File: src/rtl/apb_register_bank.sv
`default_nettype none
// ============================================================================
// apb_register_bank
// ECC accelerator register bank: config/operand registers, start/busy/done
// handshake with the core, read-only result capture. Optional ECC_IRQ_EN
// adds an `interrupt` output mirroring STATUS.done.
// Revision: 1.0
// ============================================================================
module apb_register_bank #(
  parameter int DATA_WIDTH = 32,
  parameter int ADDR_WIDTH = 32
) (
  input  logic                  clk,
  input  logic                  reset,
  input  logic [1:0]            REG_ENABLE,
  input  logic [ADDR_WIDTH-1:0] PADDR,
  input  logic [DATA_WIDTH-1:0] PWDATA,
  output logic [DATA_WIDTH-1:0] PRDATA,
  output logic [1:0]            core_ctrl,
  output logic [DATA_WIDTH-1:0] core_data_in,
  output logic [1:0]            core_cw_width,
  output logic [DATA_WIDTH-1:0] core_noise,
  output logic                  core_start,
  input  logic                  core_done,
  input  logic [DATA_WIDTH-1:0] core_data_out,
  input  logic [1:0]            core_num_err
`ifdef ECC_IRQ_EN
  ,
  output logic                  interrupt
`endif
);

  localparam logic [2:0] SEL_CTRL    = 3'd0;
  localparam logic [2:0] SEL_DATA_IN = 3'd1;
  localparam logic [2:0] SEL_CW      = 3'd2;
  localparam logic [2:0] SEL_NOISE   = 3'd3;
  localparam logic [2:0] SEL_DOUT    = 3'd4;
  localparam logic [2:0] SEL_NERR    = 3'd5;
  localparam logic [2:0] SEL_STATUS  = 3'd6;

  typedef enum logic [1:0] {IDLE = 2'd0, START = 2'd1, BUSY = 2'd2} state_t;

  state_t                  state;
  logic [1:0]              reg_en_q;
  logic [DATA_WIDTH-1:0]   data_out;
  logic [1:0]              num_err;
  logic                    done;
  logic                    wr_err;
  logic [2:0]              sel;
  logic                    busy;
  logic                    wr_pulse;
  logic                    rd_pulse;
  logic                    sel_rw;
  logic                    unused_addr;

  assign sel         = PADDR[4:2];
  assign unused_addr = ^{PADDR[ADDR_WIDTH-1:5], PADDR[1:0]};
  assign busy        = (state != IDLE);
  // Only the first cycle of an access run acts; a held enable is a no-op.
  assign wr_pulse    = (REG_ENABLE == 2'b01) && (reg_en_q != 2'b01);
  assign rd_pulse    = (REG_ENABLE == 2'b10) && (reg_en_q != 2'b10);
  assign sel_rw      = (sel == SEL_CTRL) || (sel == SEL_DATA_IN) ||
                       (sel == SEL_CW)   || (sel == SEL_NOISE);

  always_ff @(posedge clk or negedge reset) begin
    if (!reset) begin
      state         <= IDLE;
      reg_en_q      <= 2'b00;
      core_ctrl     <= 2'b00;
      core_data_in  <= '0;
      core_cw_width <= 2'b00;
      core_noise    <= '0;
      core_start    <= 1'b0;
      data_out      <= '0;
      num_err       <= 2'b00;
      done          <= 1'b0;
      wr_err        <= 1'b0;
`ifdef ECC_IRQ_EN
      interrupt     <= 1'b0;
`endif
    end else begin
      reg_en_q   <= REG_ENABLE;
      core_start <= 1'b0;

      if (rd_pulse && (sel == SEL_STATUS)) begin
        done   <= 1'b0;
        wr_err <= 1'b0;
      end

      if (wr_pulse && sel_rw) begin
        if (busy) begin
          wr_err <= 1'b1;
        end else begin
          case (sel)
            SEL_CTRL:    core_ctrl     <= PWDATA[1:0];
            SEL_DATA_IN: core_data_in  <= PWDATA;
            SEL_CW:      core_cw_width <= PWDATA[1:0];
            SEL_NOISE:   core_noise    <= PWDATA;
            default:     ;
          endcase
        end
      end

      // Flag sets follow the clear above so a same-cycle set wins.
      case (state)
        IDLE: begin
          if (wr_pulse && (sel == SEL_CTRL)) begin
            state      <= START;
            core_start <= 1'b1;
          end
        end
        START: state <= BUSY;
        BUSY: begin
          if (core_done) begin
            data_out <= core_data_out;
            num_err  <= core_num_err;
            done     <= 1'b1;
            state    <= IDLE;
          end
        end
        default: state <= IDLE;
      endcase

`ifdef ECC_IRQ_EN
      interrupt <= done;
`endif
    end
  end

  always_comb begin
    PRDATA = '0;
    if (REG_ENABLE == 2'b10) begin
      case (sel)
        SEL_CTRL:    PRDATA = {{(DATA_WIDTH-2){1'b0}}, core_ctrl};
        SEL_DATA_IN: PRDATA = core_data_in;
        SEL_CW:      PRDATA = {{(DATA_WIDTH-2){1'b0}}, core_cw_width};
        SEL_NOISE:   PRDATA = core_noise;
        SEL_DOUT:    PRDATA = data_out;
        SEL_NERR:    PRDATA = {{(DATA_WIDTH-2){1'b0}}, num_err};
        SEL_STATUS:  PRDATA = {{(DATA_WIDTH-3){1'b0}}, wr_err, done, busy};
        default:     PRDATA = '0;
      endcase
    end
  end

endmodule
`default_nettype wire
File: config.mk
export PLATFORM = sky130hd
export DESIGN_NAME = apb_register_bank
export DESIGN_NICKNAME = d
export VERILOG_FILES = /design/src/rtl/apb_register_bank.sv
export SDC_FILE = /design/constraint.sdc
export NUM_CORES = 1
export LEC_CHECK = 0
export BUFFER_PORTS_ARGS = -buffer_cell sky130_fd_sc_hd__buf_2
export CAP_MARGIN = 20
export CORE_MARGIN = 1
export CORE_UTILIZATION = 48
export DETAILED_ROUTE_END_ITERATION = 8
export GPL_ROUTABILITY_DRIVEN = 0
export PLACE_DENSITY_LB_ADDON = 0.15
export SLEW_MARGIN = 20
export SYNTH_ARGS = -nofsm -noshare
export SYNTH_HDL_FRONTEND = slang
export SYNTH_SLANG_ARGS = --single-unit
File: constraint.sdc
create_clock -name clk -period 2.1 [get_ports clk]
set_input_delay 0.21 -clock clk [delete_from_list [all_inputs] [get_ports clk]]
set_output_delay 0.21 -clock clk [all_outputs]
set_load 0.1 [all_outputs]
* Yosys cells after proc, flatten, opt, wreduce, memory -nomap -nowiden
Cells that the tools add are included.
** Cells by class
- $add $sub $neg :: 0
- Multipliers :: 0
- Div/mod/pow operators :: 0
- Order comparisons :: 0
- Equal/unequal tests :: 14
- Shift operators :: 0
- Mux-type cells :: 13
- Bitwise operators :: 1
- Reductions and logical operators :: 17
** Operators with widths (number)
- one-hot mux 32 bit (7 select lines) :: 1
- 2-to-1 mux 32 bit :: 1
- AND reduction 3 bit :: 4
- == test 3 bit (second input constant) :: 3
- 2-to-1 mux 1 bit :: 8
- == test 3 x 2 -> 1 bit (second input constant) :: 2
- != test 2 bit (second input constant) :: 3
- one-hot mux 2 bit (3 select lines) :: 1
- logical AND 1 bit :: 5
- == test 2 x 1 -> 1 bit (second input constant) :: 2
- == test 2 bit (second input constant) :: 2
- 2-to-1 mux 2 bit :: 2
- AND reduction 2 bit :: 2
- == test 3 x 1 -> 1 bit (second input constant) :: 1
- logical NOT 3 bit :: 1
- logical OR 1 bit :: 3
- logical NOT 2 bit :: 1
- != test 2 x 1 -> 1 bit (second input constant) :: 1
- nonzero test 2 bit :: 1
- inverter 1 bit :: 1
** Word-level totals
- Bits in registers :: 109
- Latch bits :: 0
- Bits in writable memories :: 0
- Memory bits (read-only) :: 0
- Input port bits :: 103
- Output and inout port bits :: 101
- Logic and storage cells :: 56
- Memories :: 0

* Logic depth before layout (Yosys ltp)
Gate-level depths: netlist (run 1).
- Word-level depth :: 6
- Gate-level depth with buffers :: 6

* Worst setup path after synthesis (run 1)
Ideal clock, no wire load.
- Path type :: register to output
- Start :: register core_ctrl[1]
- End :: output PRDATA[1]
- Arrival time :: 2.872 ns
- Setup slack :: -0.982 ns
- Cell stages (with the launch flop) :: 4
- Buffers on the path :: 0
- Cell sequence :: dfrtp_1 -> mux2_2 -> o21ai_0 -> a41oi_1
** On the way
- Cells in the longest elaborated chain, start to end :: 2
** Ends and longest elaborated chain
- start: declaration :: RTL line 19 : output logic [1:0] core_ctrl,
- start signal: assignment :: RTL line 95 : SEL_CTRL: core_ctrl <= PWDATA[1:0];
- one-hot mux 32 bit (7 select lines) :: RTL line 133 : case (sel)
- 2-to-1 mux 32 bit :: RTL line 132 : if (REG_ENABLE == 2'b10) begin
- end: declaration :: RTL line 18 : output logic [DATA_WIDTH-1:0] PRDATA,
Every way passes these cells.

* Worst setup path in the final report (run 1)
- Start :: register core_ctrl[0]
- End :: output PRDATA[0]
Same word-level chain as after synthesis.

==> impl_metrics.ini, run 1 <==
[synthesis]
yosysSeqAreaShare_pct = 55.1
asyncSetResetFlopFracSynth_pct = 100
yosys.cell_types.count = 32
synth_compound_area_share_pct = 11.3
post-synth-top-area-cell = dfrtp_1
synth-main-ff-cell = dfrtp_1
postSynthAreaPerCell_sq_um = 13.2
cells_after_synthesis = 375
dominant_combinational_cell_family_by_area_after_synthesis = multiplexers
post_synth_fa_ha_maj_area_fraction_pct = 0
yosysMostFrequentCell = dfrtp_1
ys_seq_elements = 109
post_synth_instance_area_sq_um = 4950
synth_warnings = 0
post_synthesis_simple_gate_area_fraction_pct = 6.42
yosys.area_share.xor_xnor_pct = 0
post_synth_most_frequent_cells = dfrtp_1 (109), mux2_2 (104), nor2_1 (31)
synth-edff-count = 0
synthTopCellsByArea = dfrtp_1 (55%), mux2_2 (24%), a2bb2oi_1 (5.1%)
yosys-mux-area-fraction_pct = 24.1
postSynthNetCount = 478
yosys.area.top_type_share_pct = 55.1

[power]
total_power_w = 0.00760
cell_leakage_power_nw = 3.20
power_per_cell_area_nw_per_um2 = 1100
peakVddDrop_mv = 0.637

[detailed_routing]
viasPerCell = 5.59
antenna_violating_nets_post_route = 0
drt_drc_violations_left = 0
drt_wl_total_um = 13100
post_drt_wl_per_cell_um = 19.1
drt-initial-drc-count = 141
drtPass1Iterations = 4
routed-via-count = 3846

[placement]
port_buffers = 174
detailedPlace.worstSlack_ps = 171
detailed_place_hpwl_um = 9090

[worst_setup_path]
worstPathBufferInverterCount = 1
worst_ep_arrival_time_ps = 1730
timing.critical_path.required_ps = 1890
cp_slowest_cell = dfrtp_2
setup.worst_path.class = flop to output port
timing.critical_path.fanout_max = 3
max_stage_delay_ps = 420
critical_path.top_delay_family = compound AO/OA/AOI/OAI gates
worstSetupStartpointType = flop
timing.critical_path.cells = mux2_2, o21ai_0, a31oi_4, buf_12
endpoint_kind = output port

[global_routing]
wire_length_of_the_first_global_routing_pass_um = 21400
grt_start_max_net_pins = 59
grt-ovfl-total = 0
track_usage_pct = 25.6
first_global_vias = 4060
antenna_found_initial = 0

[clocking]
cts.path.max_buffers = 2
clk_pin_slew_worst_paths_ps = 100
cts_htree_levels = 3
worstSkewPairLatency_ps = 370
count_of_instances_resized_after_the_clock_tree_is_built = 0
cts_root_buffer = clkbuf_8
cts_tree = built
clock_sink_count = 109
cts-buffers-inserted = 9

[floorplanning]
design.die.area_sq_um = 10700
io_pins = 204
core_area_sq_um = 9860
std_cell_rows = 36
initial_core_util_pct = 50.2
dieHeight_um = 104
dieWidth_um = 104

[timing]
fin_hold_ws_ps = 25.4
finalCritPeriodShare_pct = 92.3
tightest_slew_ps = 527
worst_slack_ps = 161
final-hold-violation-count = 0
rsz0062_at_grt = no
slew_limit_fails = 0
tns_ps = 0
slew_headroom_pct = 64.9
setup_violators_final = 0
fin_worst_skew_ps = 8.57
clock.fmax_mhz = 516
finalWorstPathRequiredPeriod_ps = 1940

[finish]
syn2layout_area_growth_pct = 39.9
fillCellCount = 734
sequential_cell_area_sq_um = 2730
antenna_cells = 0
multiInputGateArea_sq_um = 2230
final_net_count = 655
final_layout_size_suffix_gt1_share_pct = 63.8

[min_path]
hold_path_class = primary input to flop

[status]
status = complete, no violations

[flow_run]
max_cap_viol_count = 0
[layout make-up]
class	instances	area share, %
sequential	109	39.5
clock buffer	9	1.79
multi-input combinational	237	32.2
tap	133	2.40
timing repair buffer	194	23.2
inverter	1	0.0542
clock inverter	5	0.904
[metrics by stage]
stage                     std cells  util [%]  area (sq um)
after floorplan                 375         -          5100
after global placement          672      68.1          6720
after detailed placement        672      68.1          6720
after CTS                       688      70.2          6920
after global routing            688      70.2          6920
final                           688      70.2          6920
[placed cells by master, fill, tap and decap left out, drive strengths merged]
cell type / count
a32oi: 2
nand3: 4
nor3: 3
nand2b: 4
a31oi: 1
mux2: 105
nand4: 1
dlygate4sd3: 2
nor2b: 5
clkbuf: 9
nand3b: 1
bufinv: 1
a2bb2oi: 29
clkinvlp: 2
nor2: 32
a22oi: 30
nor3b: 2
nand2: 7
mux2i: 1
a21oi: 3
inv: 2
clkinv: 1
dfrtp: 109
o211ai: 1
or2: 1
o21ai: 3
buf: 192
a41oi: 1
o2111ai: 1
[final timing paths]
check,startpoint,endpoint,slack [ps],cells past startpoint
hold reg to reg,wr_err,wr_err,500,2
setup reg to reg,state[0],core_data_in[30],180,5
hold / removal,REG_ENABLE[0],reg_en_q[0],30,1
setup / recovery,core_ctrl[0],PRDATA[0],160,4
max in group asynchronous,reset,core_ctrl[0],1070,3
min in group asynchronous,reset,core_start,350,2
[per-layer routing]
metal,vias up,global-route usage (%),share of wire [%]
li1,1737,-,-
met1,1946,32.4,41
met5,-,0,0
met2,143,43.8,50
met3,20,4.97,6.2
met4,0,9.32,1.8
[worst reg2reg max path: stages (launching register included)]
cell	delay (ps)
dfrtp_1	410
nor2_1	280
nand4_4	220
nor3b_4	290
buf_12	250
mux2_2	360
[power by group]
part / leakage, nW / switching [W] / internal [W]
sequential: 1.38 / 0.000309 / 0.00257
clock: 0.0878 / 0.000704 / 0.000545
combinational: 1.73 / 0.00267 / 0.000807
total: 3.20 / 0.00368 / 0.00392
[timing repair]
| action | 4_1_cts | 5_1_grt |
|---|---|---|
| hold endpoints to repair | 38 | 0 |
| setup buffers | 0 | 0 |
| hold buffers | 2 | 0 |
| endpoints found under the setup margin | 0 | 0 |
[logic make-up (layout without fill, tap and decap cells)]
kind of cell,after synthesis,in the layout
DFF,109,109
and+or+nand+nor,60,60
AOI/OAI and AO/OA,71,71
buffers and inverters,29,209
muxes,106,106
[flip-flops by register name, summed over array words and instances (netlist names)]
| register | cells |
|---|---|
| core_data_in | 32 |
| data_out | 32 |
| state | 2 |
| done | 1 |
| wr_err | 1 |
| core_noise | 32 |
| reg_en_q | 2 |
| num_err | 2 |
| core_start | 1 |
| core_ctrl | 2 |
| core_cw_width | 2 |
Note: power is estimated with default switching activity, not from simulation.
==> run 2, diff against run 1 <==
--- a/config.mk
+++ b/config.mk
@@ -11,7 +11,7 @@
 export CORE_UTILIZATION = 48
 export DETAILED_ROUTE_END_ITERATION = 8
 export GPL_ROUTABILITY_DRIVEN = 0
-export PLACE_DENSITY_LB_ADDON = 0.15
+export PLACE_DENSITY = 0.8
 export SLEW_MARGIN = 20
 export SYNTH_ARGS = -nofsm -noshare
 export SYNTH_HDL_FRONTEND = slang
==> run 2 against run 1 <==
Die area unchanged. First-iteration DRC count is 11% higher. Sequential cell count unchanged. Via count is 1.6% higher. Combinational power about the same. Register-to-register slack got worse by 40 ps. Clock power increased by 9.6%. Global-route usage rose by 1.2 points. Utilization up 0.46 points. Cell count is 0.87% higher. Non-clock buffer count is 4 higher. Sequential share of layout area shrank 0.26 points. Critical endpoint is now PRDATA[1].
==> impl_metrics.ini, run 2 (synthesis gave the netlist of run 1 again) <==
[finish]
biggestRegsByFlops = core_data_in x32, core_noise x32, data_out x32
mostFrequentLayoutCells = buf_2 (141), dfrtp_1 (106), mux2_2 (104)
antenna_cells = 0
final_net_count = 659
final_layout_size_suffix_gt1_share_pct = 64.0
finalInstanceArea_sq_um = 6970
syn2layout_area_growth_pct = 40.8
mostFrequentLayoutCell = buf_2

[global_routing]
grt-ovfl-total = 0
met1_usage_pct = 32.1
grt_util_met3_pct = 4.59
wire_length_of_the_first_global_routing_pass_um = 22200
gr-usage-met2_pct = 46.6
antenna_found_initial = 0
track_usage_pct = 26.8
first_global_vias = 4266
grt_start_max_net_pins = 56
global_route.peak_usage_layer = met2

[worst_setup_path]
worstPathBufferInverterCount = 4
endpoint_kind = output port
critical_path.top_delay_family = buffers and inverters
cp_common_cell = buf_12
timing.critical_path.required_ps = 1890
max_stage_delay_ps = 530
timing.critical_path.fanout_max = 15
cp_slowest_cell = dlygate4sd3_1
worstSetupStartpointType = primary input
worst_ep_arrival_time_ps = 1810
setup.worst_path.class = primary input to output port
timing.critical_path.cells = dlygate4sd3_1, buf_2, nor2b_2, nand2_2, buf_12, a41oi_4, buf_12

[timing]
finalWorstPathRequiredPeriod_ps = 2020
rsz0062_at_grt = no
slew_headroom_pct = 65.7
final-hold-violation-count = 0
fin_worst_skew_ps = 5.90
clock.fmax_mhz = 496
tns_ps = 0
fin_hold_ws_ps = 51.2
worst_slack_ps = 82.1
slew_limit_fails = 0
finalCritPeriodShare_pct = 96.1
tightest_slew_ps = 518
setup_violators_final = 0

[detailed_routing]
drt_wl_total_um = 13500
routed-via-count = 3906
drt_drc_violations_left = 0
drt-initial-drc-count = 156
antenna_violating_nets_post_route = 0
viasPerCell = 5.63
post_drt_wl_per_cell_um = 19.4
drtPass1Iterations = 4

[power]
logic_gate_share_of_total_power_pct = 45.1
cell_leakage_power_nw = 3.24
switchingPower_w = 0.00368
pwr-share-seq_pct = 37.2
power_per_cell_area_nw_per_um2 = 1110
peakVddDrop_mv = 0.753
clock_power_share_pct = 17.7
power.share.switching_pct = 47.5
total_power_w = 0.00775
internal-power_w = 0.00406

[clocking]
clock_sink_count = 109
cts_tree = built
cts-buffers-inserted = 9
cts_root_buffer = clkbuf_8
worstSkewPairLatency_ps = 380
clk_pin_slew_worst_paths_ps = 90
cts.path.max_buffers = 2
cts_htree_levels = 3

[floorplanning]
dieWidth_um = 104
dieHeight_um = 104
std_cell_rows = 36
core_area_sq_um = 9860
design.die.area_sq_um = 10700
initial_core_util_pct = 50.2
io_pins = 204

[placement]
placed_area_sq_um = 6710
detailed_place_hpwl_um = 9760
detailedPlace.worstSlack_ps = 138
port_buffers = 174

[min_path]
hold_path_class = primary input to flop

[status]
status = complete, no violations

[flow_run]
max_cap_viol_count = 0
## run 2: cell types whose count changed in the layout (fill, tap and decap cells not counted), sizes merged
| cell | previous run | this run |
|---|---|---|
| dlygate4sd3 | 2 | 3 |
| inv | 2 | 1 |
| clkbuf | 9 | 14 |
| clkinvlp | 2 | 0 |
| buf | 192 | 195 |
## run 2: stage by stage
stage / utilization [%] / std cells
global route: 70.6 / 694
finish: 70.6 / 694
CTS: 70.6 / 694
detailed placement: 68.1 / 675
global placement: 68.1 / 675
floorplan: - / 375
## run 2: what timing repair did
item / 4_1_cts / 5_1_grt
hold buffers: 3 / 0
resized for setup: 0 / 1
buffers inserted: 0 / 0
setup endpoints to repair: 0 / 15
hold endpoints to repair: 38 / 0
## run 2: routing by layer
layer,vias to the layer above,part of all wire [%]
li1,1754,-
met1,1951,38
met2,169,53
met3,32,6.4
met4,0,2.7
met5,-,0
## run 2: worst paths after layout
| check | end | slack [ps] | depth (start not counted) | start |
|---|---|---|---|---|
| setup / recovery | PRDATA[1] | 80 | 7 | REG_ENABLE[1] |
| hold / removal | data_out[27] | 50 | 2 | core_data_out[27] |
| setup reg to reg | core_data_in[19] | 140 | 5 | state[0] |
| hold reg to reg | wr_err | 500 | 2 | wr_err |
| max in group asynchronous | core_data_in[2] | 1080 | 3 | reset |
| min in group asynchronous | data_out[26] | 330 | 2 | reset |
## run 2: cell type report
class	count	area [sq um]
Clock buffer	14	183
Clock inverter	2	38.8
Fill cell	714	2900
Inverter	1	3.75
Multi-Input combinational cell	237	2230
Sequential cell	109	2730
Tap cell	133	166
Timing Repair Buffer	198	1620
## run 2: power groups by stage
stage          Sequential, W  Combinational, W  Clock (W)
2_1_floorplan        0.00483          0.000834          0
3_5_place_dp         0.00292           0.00350          0
4_1_cts              0.00288           0.00351    0.00140
6_report             0.00288           0.00349    0.00137
3_3_place_gp         0.00288           0.00344          0
5_1_grt              0.00295           0.00360    0.00148
==> run 3, diff against run 2 <==
--- a/config.mk
+++ b/config.mk
@@ -8,10 +8,10 @@
 export BUFFER_PORTS_ARGS = -buffer_cell sky130_fd_sc_hd__buf_2
 export CAP_MARGIN = 20
 export CORE_MARGIN = 1
-export CORE_UTILIZATION = 48
+export CORE_UTILIZATION = 45
 export DETAILED_ROUTE_END_ITERATION = 8
 export GPL_ROUTABILITY_DRIVEN = 0
-export PLACE_DENSITY = 0.8
+export PLACE_DENSITY = 0.76
 export SLEW_MARGIN = 20
 export SYNTH_ARGS = -nofsm -noshare
 export SYNTH_HDL_FRONTEND = slang
==> run 3 against run 2 <==
Hold slack improved by 29 ps. Register-to-register slack barely moved. Combinational power is essentially flat. Critical path type is now flop to flop.
==> impl_metrics.ini, run 3 (synthesis gave the netlist of run 1 again) <==
[worst_setup_path]
timing.critical_path.fanout_max = 26
startpoint = state[0]
setup.worst_path.class = flop to flop
worst-r2r-setup-slack_ps = 150
endpoint_kind = flop
timing.critical_path.required_ps = 2340
worst_ep_arrival_time_ps = 2190
worstSetupStartpointType = flop
regToRegStartpoint = state[0]

[clocking]
clock_sink_count = 109
cts-buffers-inserted = 9
clk_pin_slew_worst_paths_ps = 110
cts.path.max_buffers = 2
cts_htree_levels = 3
count_of_instances_resized_after_the_clock_tree_is_built = 0
worstSkewPairLatency_ps = 360
cts_post_setup_buffers_inserted = 0
cts_tree = built
cts_root_buffer = clkbuf_8

[timing]
fin_worst_skew_ps = 16.4
slew_limit_fails = 0
final-hold-violation-count = 0
finalCritPeriodShare_pct = 92.7
clock.fmax_mhz = 514
tightest_slew_ps = 544
slew_headroom_pct = 63.8
finalWorstPathRequiredPeriod_ps = 1950
tns_ps = 0
setup_violators_final = 0
rsz0062_at_grt = no

[finish]
final_net_count = 660
final_layout_size_suffix_gt1_share_pct = 63.9
biggestRegsByFlops = core_data_in x32, core_noise x32, data_out x32
mostFrequentLayoutCell = buf_2
syn2layout_area_growth_pct = 40.1
mostFrequentLayoutCells = buf_2 (141), dfrtp_1 (106), mux2_2 (104)
final_standard_cell_count_with_taps_included_and_fillers_excluded = 698
finalInstanceArea_sq_um = 6940
antenna_cells = 0

[power]
peakVddDrop_mv = 0.703
total_power_w = 0.00769
power_per_cell_area_nw_per_um2 = 1110
cell_leakage_power_nw = 3.22

[global_routing]
grt-ovfl-total = 0
first_global_vias = 4162
grt_start_max_net_pins = 51
track_usage_pct = 24.4
antenna_found_initial = 0
wire_length_of_the_first_global_routing_pass_um = 21600

[floorplanning]
dieWidth_um = 107
io_pins = 204
core_area_sq_um = 10500
std_cell_rows = 37
dieHeight_um = 107
design.die.area_sq_um = 11400
initial_core_util_pct = 47.1

[detailed_routing]
drtPass1Iterations = 4
viasPerCell = 5.54
post_drt_wl_per_cell_um = 19.2
routed-via-count = 3868
drt_wl_total_um = 13400
drt_drc_violations_left = 0
drt-initial-drc-count = 183
antenna_violating_nets_post_route = 0

[placement]
placed_cells_incl_taps = 679
detailed_place_hpwl_um = 9340
port_buffers = 174
placed_area_sq_um = 6700

[min_path]
hold_path_class = primary input to flop
holdCritStartpoint = core_num_err[0]

[status]
status = complete, no violations

[flow_run]
max_cap_viol_count = 0
run 3: changes by cell type in the layout (fill, tap and decap cells not counted):
cell | previous run | this run
nor2b_2 | 3 | 2
clkinv_4 | 1 | 0
clkinvlp_4 | 0 | 1
clkbuf_8 | 13 | 10
buf_4 | 16 | 19
nor2b_1 | 2 | 3
inv_6 | 0 | 3
buf_12 | 38 | 36
run 3: through the flow:
stage	utilization, %	setup slack [ps]	hold WS [ps]
floorplan	-	-171	-85.6
global placement	63.8	203	220
detailed placement	63.8	172	222
CTS	65.8	161	4.50
global route	66.0	33.8	56.0
finish	66.0	154	79.8
run 3: layer usage:
metal | share of wire, % | global-route usage, % | routed length, um | vias up
met3 | 4.8 | 4.62 | 650 | 13
met5 | 0 | 0 | 0 | -
met2 | 52 | 43.5 | 7020 | 130
li1 | - | - | - | 1748
met4 | 0.98 | 5.97 | 132 | 0
met1 | 42 | 30.6 | 5610 | 1977
run 3: worst paths after layout:
path,endpoint,depth (start not counted)
min in group asynchronous,core_noise[23],2
worst min-delay path,num_err[0],2
max in group asynchronous,data_out[4],3
worst max-delay path,core_data_in[10],5
worst max register to register,core_data_in[10],5
worst min register to register,done,2
run 3: what timing repair did:
item	CTS	global route
hold buffers	1	2
hold endpoints to repair	38	2
setup endpoints to repair	0	0
run 3: critical path, stage by stage, from the launching register on:
cell     delay [ps]
dfrtp_1         420
nor2_1          280
nand4_4         220
nor3b_4         290
buf_12          240
mux2_2          360
run 3: power by group:
group	internal, W	switching [W]
logic	0.000804	0.00268
registers	0.00257	0.000317
clock network	0.000599	0.000729
run 3: layout make-up:
class	count	area, sq um
fill	821	3570
sequential	109	2730
multi-input combinational	237	2230
timing repair buffer	199	1600
tap	136	170
clock buffer	11	141
clock inverter	5	63.8
inverter	1	3.75
